<file path="src/rtl/multicycle_ctrl.sv">
// Sequencing controller for the multicycle RV32I datapath: one FSM steps each
// instruction through fetch/decode/execute/memory/writeback and drives the datapath.
module multicycle_ctrl #(
  parameter int unsigned TIMEOUT_CYCLES = 16,
  parameter int unsigned CNT_W          = 5
) (
  input  logic       clk,
  input  logic       rst_n,
  input  logic [6:0] op,
  input  logic       zero,
  input  logic       mem_ready,
  output logic       mem_req,
  output logic       PCWrite,
  output logic       IRWrite,
  output logic       RegWrite,
  output logic       MemWrite,
  output logic       AdrSrc,
  output logic [1:0] ResultSrc,
  output logic [1:0] ALUSrcA,
  output logic [1:0] ALUSrcB,
  output logic [1:0] ALUOp,
  output logic [1:0] ImmSrc,
  output logic       instr_done,
  output logic       error
);

  localparam logic [6:0] OP_LW  = 7'b0000011;
  localparam logic [6:0] OP_SW  = 7'b0100011;
  localparam logic [6:0] OP_R   = 7'b0110011;
  localparam logic [6:0] OP_I   = 7'b0010011;
  localparam logic [6:0] OP_BEQ = 7'b1100011;
  localparam logic [6:0] OP_JAL = 7'b1101111;

  typedef enum logic [3:0] {
    S_FETCH, S_DECODE, S_MEMADR, S_MEMREAD, S_MEMWB, S_MEMWRITE,
    S_EXECR, S_EXECI, S_ALUWB, S_BEQ, S_JAL, S_ERROR
  } state_t;

  state_t           r_state;
  state_t           w_state_nxt;
  logic [CNT_W-1:0] r_cnt;
  logic [CNT_W-1:0] w_cnt_nxt;
  logic             w_mem_wait;
  logic             w_timeout;

  logic w_mem_req, w_pcwrite, w_irwrite, w_regwrite, w_memwrite, w_done;

  // State and wait-counter registers
  always_ff @(posedge clk or negedge rst_n) begin
    if (!rst_n) begin
      r_state <= S_FETCH;
      r_cnt   <= '0;
    end else begin
      r_state <= w_state_nxt;
      r_cnt   <= w_cnt_nxt;
    end
  end

  assign w_mem_wait = (r_state == S_FETCH) || (r_state == S_MEMREAD) ||
                      (r_state == S_MEMWRITE);
  // Last allowed cycle still completes if mem_ready arrives; only a miss there traps.
  assign w_timeout  = !mem_ready && (r_cnt == CNT_W'(TIMEOUT_CYCLES - 1));

  // Next state and Moore/ready-qualified decode
  always_comb begin
    w_state_nxt = r_state;
    w_mem_req   = 1'b0;
    w_pcwrite   = 1'b0;
    w_irwrite   = 1'b0;
    w_regwrite  = 1'b0;
    w_memwrite  = 1'b0;
    w_done      = 1'b0;
    AdrSrc      = 1'b0;
    ResultSrc   = 2'b00;
    ALUSrcA     = 2'b00;
    ALUSrcB     = 2'b00;
    ALUOp       = 2'b00;
    error       = 1'b0;
    unique case (r_state)
      S_FETCH: begin
        w_mem_req = 1'b1;
        ALUSrcB   = 2'b10;
        ResultSrc = 2'b10;
        w_irwrite = mem_ready;
        w_pcwrite = mem_ready;
        if (mem_ready)      w_state_nxt = S_DECODE;
        else if (w_timeout) w_state_nxt = S_ERROR;
      end
      S_DECODE: begin
        ALUSrcA = 2'b01;
        ALUSrcB = 2'b01;
        unique case (op)
          OP_LW, OP_SW: w_state_nxt = S_MEMADR;
          OP_R:         w_state_nxt = S_EXECR;
          OP_I:         w_state_nxt = S_EXECI;
          OP_BEQ:       w_state_nxt = S_BEQ;
          OP_JAL:       w_state_nxt = S_JAL;
          default:      w_state_nxt = S_ERROR;
        endcase
      end
      S_MEMADR: begin
        ALUSrcA = 2'b10;
        ALUSrcB = 2'b01;
        if (op == OP_LW)      w_state_nxt = S_MEMREAD;
        else if (op == OP_SW) w_state_nxt = S_MEMWRITE;
        else                  w_state_nxt = S_ERROR;
      end
      S_MEMREAD: begin
        w_mem_req = 1'b1;
        AdrSrc    = 1'b1;
        if (mem_ready)      w_state_nxt = S_MEMWB;
        else if (w_timeout) w_state_nxt = S_ERROR;
      end
      S_MEMWB: begin
        ResultSrc   = 2'b01;
        w_regwrite  = 1'b1;
        w_done      = 1'b1;
        w_state_nxt = S_FETCH;
      end
      S_MEMWRITE: begin
        w_mem_req  = 1'b1;
        AdrSrc     = 1'b1;
        w_memwrite = 1'b1;
        w_done     = mem_ready;
        if (mem_ready)      w_state_nxt = S_FETCH;
        else if (w_timeout) w_state_nxt = S_ERROR;
      end
      S_EXECR: begin
        ALUSrcA     = 2'b10;
        ALUOp       = 2'b10;
        w_state_nxt = S_ALUWB;
      end
      S_EXECI: begin
        ALUSrcA     = 2'b10;
        ALUSrcB     = 2'b01;
        ALUOp       = 2'b10;
        w_state_nxt = S_ALUWB;
      end
      S_ALUWB: begin
        w_regwrite  = 1'b1;
        w_done      = 1'b1;
        w_state_nxt = S_FETCH;
      end
      S_BEQ: begin
        ALUSrcA     = 2'b10;
        ALUOp       = 2'b01;
        w_pcwrite   = zero;
        w_done      = 1'b1;
        w_state_nxt = S_FETCH;
      end
      S_JAL: begin
        ALUSrcA     = 2'b01;
        ALUSrcB     = 2'b10;
        w_pcwrite   = 1'b1;
        w_state_nxt = S_ALUWB;
      end
      S_ERROR: error = 1'b1;
      default: w_state_nxt = S_ERROR;
    endcase

    // Counter restarts on every state change and counts unanswered memory cycles.
    if (w_state_nxt != r_state)       w_cnt_nxt = '0;
    else if (w_mem_wait && !mem_ready) w_cnt_nxt = r_cnt + CNT_W'(1);
    else                               w_cnt_nxt = r_cnt;
  end

  // Immediate format straight from the opcode
  always_comb begin
    unique case (op)
      OP_SW:   ImmSrc = 2'b01;
      OP_BEQ:  ImmSrc = 2'b10;
      OP_JAL:  ImmSrc = 2'b11;
      default: ImmSrc = 2'b00;
    endcase
  end

  // Strobes are forced low for as long as reset is held.
  assign mem_req    = w_mem_req  & rst_n;
  assign PCWrite    = w_pcwrite  & rst_n;
  assign IRWrite    = w_irwrite  & rst_n;
  assign RegWrite   = w_regwrite & rst_n;
  assign MemWrite   = w_memwrite & rst_n;
  assign instr_done = w_done     & rst_n;

endmodule

</file>
<file path="config.mk">
export PLATFORM = sky130hd
export DESIGN_NAME = multicycle_ctrl
export DESIGN_NICKNAME = d
export VERILOG_FILES = /design/src/rtl/multicycle_ctrl.sv
export SDC_FILE = /design/constraint.sdc
export NUM_CORES = 1
export LEC_CHECK = 0
export BUFFER_PORTS_ARGS = -buffer_cell sky130_fd_sc_hd__buf_4
export CAP_MARGIN = 20
export CORE_MARGIN = 2
export CORE_UTILIZATION = 48
export CTS_BUF_LIST = sky130_fd_sc_hd__clkbuf_2
export DETAILED_ROUTE_END_ITERATION = 16
export PLACE_DENSITY = 0.78
export SYNTH_ARGS = -nofsm -noshare
export SYNTH_HDL_FRONTEND = slang
export SYNTH_SLANG_ARGS = --single-unit
</file>
<file path="constraint.sdc">
create_clock -name clk -period 2.23 [get_ports clk]
set_input_delay 0.3345 -clock clk [delete_from_list [all_inputs] [get_ports clk]]
set_output_delay 0.3345 -clock clk [all_outputs]
set_load 0.03 [all_outputs]
</file>
==> results of run 1 <==
==> cells in the final DEF (no fill, tap or decap), types with 4 or more instances in the layout <==
cell     count
xnor2_1      7
buf_4       41
dfrtp_1      7
nand2_1      9
nor2_1      17
a21oi_1      9
nand3_1      8
nor3_2       4
==> routing by layer <==
layer,up-vias,share of wire,GRT usage
met2,43,0.53,0.431
li1,578,-,-
met1,560,0.40,0.325
met5,-,0,0
met4,0,0.017,0.125
met3,7,0.059,0.0303
==> logic make-up (layout without fill, tap and decap cells) <==
| logic type | after synthesis | after routing |
|---|---|---|
| fa+ha+maj | 2 | 2 |
| xor+xnor | 9 | 9 |
| buf+inv | 15 | 50 |
| simple gates | 69 | 69 |
| mux | 3 | 3 |
| flops | 9 | 9 |
| compound gates | 31 | 31 |
==> sequential cells by signal, indices dropped and copies added, names as in the netlist <==
register	cells
r_cnt	5
r_state	4
==> what timing repair did <==
item | in CTS | in global routing
gates cloned | 0 | 0
buffers inserted | 1 | 0
endpoints found under the setup margin | 5 | 8
hold endpoints to repair | 9 | 0
hold buffers | 1 | 0
pin swaps | 5 | 4
resized for setup | 13 | 7
==> area by class of cell <==
cell class | instances | area (um^2)
Tap cell | 27 | 33.8
Fill cell | 171 | 518
Timing Repair Buffer | 42 | 318
Sequential cell | 9 | 228
Clock buffer | 3 | 15.0
Inverter | 4 | 15.0
Clock inverter | 1 | 5.00
Multi-Input combinational cell | 114 | 830
==> through the flow <==
| step | setup slack (ns) | cell area, um^2 | power, mW | setup TNS [ns] | std cells |
|---|---|---|---|---|---|
| floorplan | -0.0114 | 1030 | 1.27 | -0.0114 | 138 |
| global placement | -0.0146 | 1320 | 1.72 | -0.0463 | 194 |
| detailed placement | -0.0991 | 1320 | 1.75 | -0.436 | 194 |
| CTS | 0.0217 | 1420 | 1.96 | 0 | 200 |
| global route | -0.0834 | 1440 | 2.19 | -0.466 | 200 |
| finish | 0.00174 | 1440 | 2.02 | 0 | 200 |
==> path summary, 6_finish.rpt <==
| kind | startpoint | end | slack, ns | depth (start not counted) |
|---|---|---|---|---|
| max | r_cnt[0]$_DFFE_PN0P_ | r_cnt[0]$_DFFE_PN0P_ | 0.002 | 9 |
| min | op[2] | r_state[1]$_DFF_PN0_ | 0.42 | 3 |
| max reg2reg | r_cnt[0]$_DFFE_PN0P_ | r_cnt[0]$_DFFE_PN0P_ | 0.002 | 9 |
| min reg2reg | r_cnt[3]$_DFFE_PN0P_ | r_cnt[3]$_DFFE_PN0P_ | 0.61 | 2 |
| max in group asynchronous | rst_n | r_state[2]$_DFF_PN0_ | 1.60 | 2 |
| min in group asynchronous | rst_n | r_state[3]$_DFF_PN0_ | 0.43 | 2 |
==> power breakdown <==
| group | internal (mW) | switching, mW | leakage [nW] |
|---|---|---|---|
| clock | 0.0406 | 0.0633 | 0.0164 |
| combinational | 0.652 | 0.954 | 0.462 |
| sequential | 0.204 | 0.105 | 0.117 |
| total | 0.897 | 1.12 | 0.595 |
==> critical path, cell delays in order, from the launching register on <==
cell and delay, ns:
dfrtp_1 0.39, ha_2 0.20, and3_4 0.19, ha_4 0.17
or4_4 0.43, a21oi_4 0.17, o32ai_2 0.11, xnor2_1 0.15
buf_4 0.17, nor3_4 0.17
==> flow_metrics.tcl, run 1 <==
set metrics [dict create \
    netlist.top_cell.by_area "dfrtp_1" \
    grt_setup_unrepaired "true" \
    period_minus_slack_ns 2.23 \
    cts_buffers 3 \
    cp-end-kind "register" \
    diodes 0 \
    postRouteAntennaNets 0 \
    path_clk_slew_ns 0.11 \
    firstDrtPassIters 4 \
    grt_pass1_vias 1112 \
    ys.flop_type "dfrtp_1" \
    grt_use_total 0.257 \
    gr-total-overflow 0 \
    finalCritPeriodShare 0.999 \
    syn_nets 151 \
    drc 0 \
    criticalPathCategory "register to register" \
    io_pins 29 \
    worst_ep_required_time_ns 2.40 \
    worstPathMaxFanout 5 \
    synth_compound_area_frac 0.220 \
    yosysMostFrequentCell "nor2_1" \
    power.density_nw_per_um2 1400 \
    status "finished, final reports clean" \
    fin_skew_ns 0.0160 \
    cts_tree "yes" \
    core_region_area_um2 1960 \
    maxSlewHeadroom 0.738 \
    drt_iter0_drc 31 \
    leakage_nw 0.595 \
    yosys.area_share.simple 0.363 \
    yosys.area_share.xor_xnor 0.0784 \
    hpwl_um 2120 \
    grt_pass1_wl_um 4970 \
    synth.area.top_cells "dfrtp_1 (22%), nor2_1 (6.7%), xnor2_1 (6.1%)" \
    antenna_found_initial 0 \
    cts.sinks 9 \
    synth_top_family_by_area "simple AND/OR/NAND/NOR gates" \
    dieArea_um2 2480 \
    synth_mux_area_frac 0.0299 \
    worstMarginPinSlew_ns 0.391 \
    routed_wl_um 2890 \
    avgSynthCellArea_um2 7.29 \
    drive_gt1_frac 0.405 \
    via_per_inst 5.94 \
    via_count 1188 \
    maxSlewViolCount 0 \
    clk-insertion-delay-late_ns 0.26 \
    maxCapViolCount 0 \
    synth_area_um2 1010 \
    max_clock_freq_ghz 0.449 \
    clk_path_buf_depth 2 \
    holdWs_ns 0.422 \
    peakVddDrop_v 0.000851 \
    synth_seq_area_share 0.224 \
    min_path_type "primary input to register" \
    ys_ff_latch 9 \
    synth_adder_area_share 0.0249 \
    htree_levels 1 \
    wl_per_cell_um 14.5 \
    final_util 0.736 \
    grt_max_degree 15 \
    io_buffers 28 \
    ys_warn_count 0 \
    cts_root_buf "clkbuf_2" \
    synth.distinct_cells 43 \
    rows 16 \
    fin_nets 187 \
    gp_congestion 0.893 \
    synth_common_cells "nor2_1 (18), a21oi_1 (11), dfrtp_1 (9), nand2_1 (9)" \
    setup_viol_count_final 0 \
    synth_edf_count 0 \
    initial_utilization 0.513 \
    syn_inst 138 \
    async_reset_ff_frac 1.00 \
    syn_to_final_growth_pct 43.5 \
    die_y_um 49.8 \
    hold_viol 0 \
    yosys.area.top_type_share 0.224 \
    crit_path_start_kind "register" \
    die_x_um 49.8 \
    critPathArrivalTime_ns 2.40 \
]
(Power assumes the default switching activity.)
==> run 2, diff against run 1 <==
--- a/config.mk
+++ b/config.mk
@@ -12,6 +12,7 @@
 export CTS_BUF_LIST = sky130_fd_sc_hd__clkbuf_2
 export DETAILED_ROUTE_END_ITERATION = 16
 export PLACE_DENSITY = 0.78
+export SETUP_SLACK_MARGIN = 0.4
 export SYNTH_ARGS = -nofsm -noshare
 export SYNTH_HDL_FRONTEND = slang
 export SYNTH_SLANG_ARGS = --single-unit
==> run 2 against run 1 <==
  * Non-clock buffer count rose by 8
  * Utilization rose by 8.9 points
  * Clock power rose by 11%
  * Critical path depth decreased by 1
  * Via count is 6.7% higher
  * Critical endpoint is now r_cnt[4]$_DFFE_PN0P_
  * First-iteration DRC count fell by 19%
  * Setup slack better by 0.011 ns
  * Sequential power up 3%
  * Fmax rose by 0.48%
  * Cell count is 4.0% higher
  * Global-route usage rose by 4.0 points
==> flow_metrics.tcl, run 2 (synthesized netlist as in run 1, its figures left out) <==
set metrics [dict create \
    final_cell_mix "buf_4 (46), nor2_1 (10), nand2_1 (9)" \
    status "finished, final reports clean" \
    worstMarginPinSlew_ns 0.447 \
    cts_root_buf "clkbuf_2" \
    max_clock_freq_ghz 0.451 \
    initial_utilization 0.513 \
    gp_congestion 0.862 \
    worst_ep_required_time_ns 2.38 \
    rows 16 \
    multiInputGateArea_um2 928 \
    grt_use_total 0.298 \
    die_y_um 49.8 \
    path_clk_slew_ns 0.11 \
    worstPathMaxFanout 5 \
    clk-insertion-delay-late_ns 0.28 \
    worstPathCellList "ha_2 > and3_4 > ha_4 > or4_4 > a21oi_4 > o32ai_2 > xnor2_2 > nor3b_1" \
    drive_gt1_frac 0.525 \
    final_common_cell "buf_4" \
    fin_skew_ns 0.0185 \
    largest_registers "r_cnt x5, r_state x4" \
    grt_setup_unrepaired "true" \
    wl_met2_um 1740 \
    core_region_area_um2 1960 \
    hold_viol 0 \
    leakage_nw 0.660 \
    via_count 1268 \
    min_path_type "primary input to async pin" \
    dr.max_layer_used "met4" \
    critPathArrivalTime_ns 2.37 \
    syn_to_final_growth_pct 60.8 \
    largest_reg_flops 5 \
    grt_pass1_vias 1207 \
    holdWs_ns 0.426 \
    hpwl_um 2410 \
    maxSlewViolCount 0 \
    crit_path_start_kind "register" \
    grt_pass1_wl_um 5670 \
    peakVddDrop_v 0.00112 \
    cp_top_family "simple AND/OR/NAND/NOR gates" \
    drt_iter0_drc 25 \
    dr_wl_met3_um 239 \
    postRouteAntennaNets 0 \
    setup_viol_count_final 0 \
    critical-path-slowest-cell "or4_4" \
    firstDrtPassIters 4 \
    n_fill_cell 117 \
    cts_buffers 3 \
    clk_path_buf_depth 2 \
    maxSlewHeadroom 0.700 \
    cts.sinks 9 \
    gr-total-overflow 0 \
    finalPower_mw 2.31 \
    drt-met1-wl_um 1270 \
    maxCapViolCount 0 \
    fin_nets 195 \
    drc 0 \
    finalCritPeriodShare 0.994 \
    routed_wl_um 3350 \
    io_pins 29 \
    antenna_found_initial 0 \
    io_buffers 28 \
    diodes 0 \
    cp-end-kind "register" \
    cts_tree "yes" \
    htree_levels 1 \
    power.density_nw_per_um2 1430 \
    dieArea_um2 2480 \
    wl_per_cell_um 16.1 \
    period_minus_slack_ns 2.22 \
    die_x_um 49.8 \
    top_register "r_cnt" \
    seq_area_um2 231 \
    cpPeakStageDelay_ns 0.44 \
    grt_max_degree 16 \
    worst-path-buf-inv 0 \
    via_per_inst 6.10 \
    criticalPathCategory "register to register" \
]
-- run 2: cell types whose count changed in the layout (fill, tap and decap cells not counted), moves of 2 or more --
cell	before	now
nor2b_1	3	1
buf_4	41	46
nor3b_2	3	1
xnor2_2	0	2
xnor2_1	7	5
nor3b_4	0	2
nand2b_4	0	2
buf_6	0	3
nor2_2	1	7
nand2b_1	2	0
nor2_1	17	10
nor3_2	4	2
-- run 2: through the flow --
| step | setup WS (ns) | setup TNS, ns | instances | area [um^2] | utilization |
|---|---|---|---|---|---|
| 3_3_place_gp | 0.177 | 0 | 196 | 1430 | 0.731 |
| 2_1_floorplan | 0.266 | 0 | 138 | 1140 | - |
| 5_1_grt | -0.0585 | -0.203 | 208 | 1620 | 0.825 |
| 4_1_cts | 0.0897 | 0 | 205 | 1540 | 0.785 |
| 3_5_place_dp | 0.106 | 0 | 196 | 1430 | 0.731 |
| 6_report | 0.0124 | 0 | 208 | 1620 | 0.825 |
-- run 2: power by group --
| part | leakage [nW] | switching (mW) | internal (mW) | total [mW] |
|---|---|---|---|---|
| sequential | 0.116 | 0.106 | 0.211 | 0.318 |
| clock | 0.0166 | 0.0678 | 0.0475 | 0.115 |
| combinational | 0.528 | 1.08 | 0.801 | 1.88 |
| total | 0.660 | 1.25 | 1.06 | 2.31 |
-- run 2: cell type report --
class | instances | area share
tap | 27 | 0.0209
clock buffer | 4 | 0.0124
sequential | 9 | 0.143
inverter | 4 | 0.00928
timing repair buffer | 50 | 0.241
multi-input combinational | 114 | 0.574
-- run 2: metal layers --
layer / vias up / global-route usage
li1: 595 / -
met2: 64 / 0.493
met1: 597 / 0.383
met5: - / 0
met4: 0 / 0.148
met3: 12 / 0.0303
-- run 2: timing repair --
action,4_1_cts,5_1_grt
setup buffers,4,3
hold buffers,1,0
resized for setup,13,12
gates cloned,0,0
pin swaps,4,4
endpoints found under the setup margin,22,21
hold endpoints to repair,9,0
-- run 2: path summary, 6_finish.rpt --
check	start	endpoint	slack [ns]	cells past startpoint
min reg2reg	r_cnt[2]$_DFFE_PN0P_	r_cnt[2]$_DFFE_PN0P_	0.61	2
min	rst_n	r_state[3]$_DFF_PN0_	0.43	2
max	r_cnt[1]$_DFFE_PN0P_	r_cnt[4]$_DFFE_PN0P_	0.01	8
min in group clk	op[4]	r_state[3]$_DFF_PN0_	0.43	3
max reg2reg	r_cnt[1]$_DFFE_PN0P_	r_cnt[4]$_DFFE_PN0P_	0.01	8
max in group asynchronous	rst_n	r_state[0]$_DFF_PN0_	1.59	2
